File: config.mk
export PLATFORM = sky130hd
export DESIGN_NAME = demux_rr_dispatcher
export DESIGN_NICKNAME = d
export VERILOG_FILES = /design/src/rtl/demux_rr_dispatcher_pkg.sv /design/src/rtl/demux_rr_dispatcher_rr_pick4.sv /design/src/rtl/demux_rr_dispatcher.sv
export SDC_FILE = /design/constraint.sdc
export NUM_CORES = 1
export LEC_CHECK = 0
export BUFFER_PORTS_ARGS = -buffer_cell sky130_fd_sc_hd__buf_2
export CAP_MARGIN = 5
export CORE_MARGIN = 4
export CORE_UTILIZATION = 41
export DETAILED_ROUTE_END_ITERATION = 16
export GPL_TIMING_DRIVEN = 0
export PLACE_DENSITY = 0.67
export SKIP_CTS_REPAIR_TIMING = 1
export SLEW_MARGIN = 15
export SYNTH_ARGS = -nofsm -noshare
export SYNTH_HDL_FRONTEND = slang
export SYNTH_SLANG_ARGS = --single-unit
File: constraint.sdc
create_clock -name clk -period 4.05 [get_ports clk]
set_input_delay 0.81 -clock clk [delete_from_list [all_inputs] [get_ports clk]]
set_output_delay 0.81 -clock clk [all_outputs]
set_load 0.02 [all_outputs]
File: src/rtl/demux_rr_dispatcher_pkg.sv
// Shared types and constants for the 1-to-4 demux dispatcher.
package demux_pkg;

  localparam int unsigned NUM_OUT = 4;
  localparam int unsigned SEL_W   = 2;

  localparam logic MODE_RR  = 1'b0;
  localparam logic MODE_DIR = 1'b1;

  typedef enum logic [1:0] {
    IDLE  = 2'd0,
    RUN   = 2'd1,
    FLUSH = 2'd2
  } state_e;

endpackage

File: src/rtl/demux_rr_dispatcher_rr_pick4.sv
// Rotating-priority picker: first free channel starting at ptr, wrapping mod 4.
module rr_pick4
  import demux_pkg::*;
(
  input  logic [NUM_OUT-1:0] free,
  input  logic [SEL_W-1:0]   ptr,
  output logic [SEL_W-1:0]   grant,
  output logic               any_free
);

  logic [SEL_W-1:0] idx;

  // Walk from the farthest candidate back to ptr so the nearest free one wins.
  always_comb begin
    idx   = '0;
    grant = ptr;
    for (int k = int'(NUM_OUT) - 1; k >= 0; k--) begin
      idx = ptr + SEL_W'(k);
      if (free[idx]) grant = idx;
    end
  end

  assign any_free = |free;

endmodule

File: src/rtl/demux_rr_dispatcher.sv
// 1-to-4 valid/ready dispatcher with one-entry holding register per channel,
// round-robin or directed channel choice, and enable/flush sequencing.
module demux_rr_dispatcher
  import demux_pkg::*;
#(
  parameter int unsigned DATA_W = 8
) (
  input  logic                      clk,
  input  logic                      rst,
  input  logic                      enable,
  input  logic                      flush_req,
  input  logic                      mode,
  input  logic                      in_valid,
  output logic                      in_ready,
  input  logic [DATA_W-1:0]         in_data,
  input  logic [SEL_W-1:0]          in_dest,
  output logic [NUM_OUT-1:0]        out_valid,
  input  logic [NUM_OUT-1:0]        out_ready,
  output logic [NUM_OUT*DATA_W-1:0] out_data,
  output logic                      busy,
  output logic                      flush_done
);

  state_e                    state_q, state_d;
  logic [SEL_W-1:0]          ptr_q, ptr_d;
  logic [NUM_OUT-1:0]        out_valid_q, out_valid_d;
  logic [NUM_OUT*DATA_W-1:0] out_data_q, out_data_d;
  logic                      flush_done_q, flush_done_d;

  logic [NUM_OUT-1:0]        free;
  logic [SEL_W-1:0]          grant;
  logic                      any_free;
  logic [SEL_W-1:0]          target;
  logic                      accept;

  // A channel can take a new beat if empty or draining this cycle.
  assign free = ~out_valid_q | out_ready;

  rr_pick4 u_pick (
    .free     (free),
    .ptr      (ptr_q),
    .grant    (grant),
    .any_free (any_free)
  );

  always_comb begin
    target   = (mode == MODE_DIR) ? in_dest : grant;
    in_ready = 1'b0;
    if (state_q == RUN) begin
      in_ready = (mode == MODE_DIR) ? free[in_dest] : any_free;
    end
  end

  assign accept = in_valid & in_ready;

  always_comb begin
    state_d      = state_q;
    flush_done_d = 1'b0;
    case (state_q)
      IDLE:  if (enable && !flush_req) state_d = RUN;
      RUN:   if (flush_req || !enable) state_d = FLUSH;
      FLUSH: begin
        if (out_valid_q == '0) begin
          state_d      = IDLE;
          flush_done_d = 1'b1;
        end
      end
      default: state_d = IDLE;
    endcase
  end

  // Holding registers: a load wins over a drain on the same channel.
  always_comb begin
    ptr_d       = ptr_q;
    out_valid_d = out_valid_q;
    out_data_d  = out_data_q;
    for (int unsigned i = 0; i < NUM_OUT; i++) begin
      if (accept && (target == SEL_W'(i))) begin
        out_valid_d[i]                = 1'b1;
        out_data_d[i*DATA_W +: DATA_W] = in_data;
      end else if (out_ready[i]) begin
        out_valid_d[i] = 1'b0;
      end
    end
    if (accept && (mode == MODE_RR)) ptr_d = grant + 1'b1;
  end

  always_ff @(posedge clk or posedge rst) begin
    if (rst) begin
      state_q      <= IDLE;
      ptr_q        <= '0;
      out_valid_q  <= '0;
      out_data_q   <= '0;
      flush_done_q <= 1'b0;
    end else begin
      state_q      <= state_d;
      ptr_q        <= ptr_d;
      out_valid_q  <= out_valid_d;
      out_data_q   <= out_data_d;
      flush_done_q <= flush_done_d;
    end
  end

  assign out_valid  = out_valid_q;
  assign out_data   = out_data_q;
  assign flush_done = flush_done_q;
  assign busy       = (state_q != IDLE) | (|out_valid_q);

endmodule

==> results.txt <==
----------------------------------------------------
[Yosys]
  Number of enable flip-flop cells after synthesis ... 0
  Dominant combinational cell family by area after synthesis ... multiplexers
  Post-synthesis average cell area ... 13.8 um2
  Synth Area in Adders ... 0%
  Combined area of all synthesized cells ... 1850 um2
  XOR/XNOR share of the synthesized area ... 0.474%
  Area contributors post-synth ... dfrtp_1 55%, mux2_2 16%, mux2_4 6.5%
  Post-synthesis cell type count ... 38
  Count of state elements after synthesis ... 41
  Dominant synthesized flop cell ... dfrtp_1
  Synth Instances ... 134
  Share of the synthesized area in the top cell type ... 55.5%
  Synth Area in Compound Gates ... 5.62%
  Async SR Flop Fraction ... 100%
  Number of warnings reported in the yosys synthesis log ... 0
  Post-Synthesis Net Count ... approximately 150
  Simple-gate area share of the yosys netlist ... 13.8%
  Sequential area share after synthesis ... 55.5%
  Synth area leader ... dfrtp_1
  Mux contribution to synthesized area ... 22.9%

[Drt]
  Routed vias/inst ... 5.14
  Routed WL ... 4000 um
  Post-route DRC violation count ... 0
  Overall via count from detail_route ... 1,295
  Wire per inst ... 15.9 um
  DRC marker count from the first detailed-route iteration ... 54
  Pre-Repair DR Iteration Count ... 4
  Number of nets with antenna violations after detailed routing ... 0

[Run status]
  Run status ... complete, no violations

[Setup path]
  CP Launch Type ... input pin
  Ordered cell list for the critical path ... buf_2 -> and2b_1 -> o22ai_1 -> a211oi_2 -> a21oi_1 -> nor3_2 -> mux2_2
  Kind of end point of the critical path ... flip-flop
  Required time of the critical path ... 4220 ps
  Crit Reg-Reg Startpoint ... out_valid[2]
  Crit path DAT ... around 3000 ps
  Largest stage delay on the critical path ... about 720 ps
  Maximum net fanout on the critical path ... 9
  Crit path launch ... out_ready[0]
  Crit Path Class ... in -> reg
  Slowest stage cell on the critical path ... nor3_2

[Placed design]
  Number of buffers inserted by port buffering ... 58
  Final HPWL DP ... 2930 um
  Global placement routability congestion ... 0.828
  Instance area at placement ... 2220 um2

[Timing]
  Timing-limited maximum frequency ... 358 MHz
  Period Utilization, post-route ... just under 70%
  Max-slew violation count ... 0
  RSZ-0062 raised after global routing ... false
  Measured slew at the worst slew-check pin ... between 800 and 900 ps
  Setup-violating endpoint count in the final report ... 0
  Setup Skew ... ~6.6 ps
  Post-Route Setup TNS ... 0 ps
  Minimum period implied by the final worst setup slack ... 2790 ps
  Hold violation total from the final report ... 0
  Worst slew margin relative to its limit ... 44.7%

[Cells and area]
  Final cell area excluding filler cells ... 2310 um2
  Footprint of the flip-flops and latches ... 1030 um2
  Filler instances ... about 380
  Layout cell share with drive strength beyond 1 ... a little under three fifths
  Synthesis-to-finish area growth ... 25.0%
  Antenna diode count ... 0
  Net count of the finished layout ... 220
  Multi-input gate area in the final layout ... just under 800 um2
  Final cell utilization of the core ... between 50 and 60%

[CTS]
  Bufs on Longest Clock Path ... 2
  Clock H-tree levels ... 2
  Clk slew on worst S/H paths ... approximately 80 ps
  Insertion delay of the later-clocked pin in the worst-skew pair ... 290 ps
  CTS tree ... built
  Total CTS buffers ... 5
  Number of sinks on the clock net ... 41
  Clock Tree Root ... clkbuf_8

[Floorplan]
  Die Wd ... 75.2 um
  Height of the die ... 75.2 um
  Die Footprint ... 5650 um2
  Core area ... 4350 um2
  Placement Rows ... 24
  I/O Pins ... 59
  Initial core utilization ... between 40 and 50%

[Run]
  Max-cap violations ... 0

[Pwr]
  Leakage power total ... 0.00122 uW
  Peak supply drop ... 0.392 mV
  Power per unit of standard cell area ... 705 nW/um2
  Overall power ... 1630 uW

[Global route]
  Met2 demand-to-capacity share in global routing ... a little under a quarter
  Overflow left after global routing ... 0
  Pin count of the biggest net entering global routing ... 35
  Total global-route track usage ... 15.4%
  Global routing usage on met3 ... 6.28%
  Global-route wire length before repair ... 6420 um
  Global routing's busiest layer ... met2
  Number of antenna violations at the first check in global routing ... 0
  Met1 capacity usage during global routing ... between 10% and 20%
  Vias in the first global route ... 1,364

[Min path]
  HP Class ... in -> async

----------------------------------------------------
[placed cells by master (no fill, tap or decap), types with 2 or more instances in the layout]
cell	instances
o22ai_1	2
clkbuf_8	6
or2_2	2
mux2_2	26
buf_2	59
dfrtp_1	41
nor3_1	2
a31oi_2	2
nand2b_1	3
nor2_1	3
nor2b_1	5
nand2_1	9
mux2_4	8
o21ai_0	2
a21oi_1	2
inv_1	2
[per-stage QoR]
stage | setup WS [ps] | hold WS (ps) | std cells
final | 1260 | 407 | 252
after global routing | 1120 | 402 | 252
after CTS | 1270 | 401 | 252
after detailed placement | 960 | 469 | 245
after global placement | 1000 | 442 | 244
after floorplan | 1390 | 429 | 134
[layout make-up]
| cell class | count | share of cell area (%) |
|---|---|---|
| buffer | 3 | 0.920 |
| inverter | 3 | 0.487 |
| clock buffer | 7 | 3.74 |
| timing repair buffer | 59 | 13.4 |
| sequential | 41 | 44.4 |
| multi-input combinational | 87 | 34.2 |
| tap | 52 | 2.82 |
[where the power goes]
group          leakage, uW  switching [uW]  internal, uW
sequential        0.000521            89.4           577
combinational     0.000657             392           304
clock            0.0000443             132           135
[path summary, 6_finish.rpt]
| path | endpoint | slack (ps) | depth (start not counted) |
|---|---|---|---|
| min reg2reg | flush_done | 470 | 1 |
| max reg2reg | out_data[9] | 1480 | 6 |
| min in group clk | flush_done | 470 | 1 |
| max | out_data[9] | 1260 | 7 |
| min | state_q[1] | 410 | 2 |
| max in group asynchronous | out_data[19] | 3220 | 3 |
[registers in the layout (all words and copies together) (netlist names)]
name	cells
state_q	2
flush_done	1
ptr_q	2
out_valid	4
out_data	32
[logic make-up (layout without fill, tap and decap cells)]
logic type | count (synthesis) | count (layout)
multiplexers | 35 | 35
buffers and inverters | 6 | 72
XOR/XNOR | 1 | 1
AND/OR/NAND/NOR | 38 | 38
AO/OA/AOI/OAI | 13 | 13
flip-flops | 41 | 41
[metal layers]
| layer | up-vias | wire [um] |
|---|---|---|
| li1 | 603 | - |
| met1 | 635 | 1790 |
| met2 | 49 | 1780 |
| met3 | 8 | 360 |
| met4 | 0 | 74 |
| met5 | - | 0 |
[cell usage after synthesis (2+ instances only)]
cell / count
a21oi_1: 2
or2_2: 2
nor2_1: 3
o21ai_0: 2
inv_1: 3
dfrtp_1: 41
o22ai_1: 2
nand2b_1: 3
a31oi_2: 2
mux2_2: 26
mux2_4: 8
nor2b_1: 5
nand2_1: 9
nor3_1: 2
[critical path, delay by kind of cell]
family                 cells  cell delay, ps
buffers and inverters      1             100
AO/OA/AOI/OAI              3             610
AND/OR/NAND/NOR            2            1020
multiplexers               1             420
(Power assumes the default switching activity.)
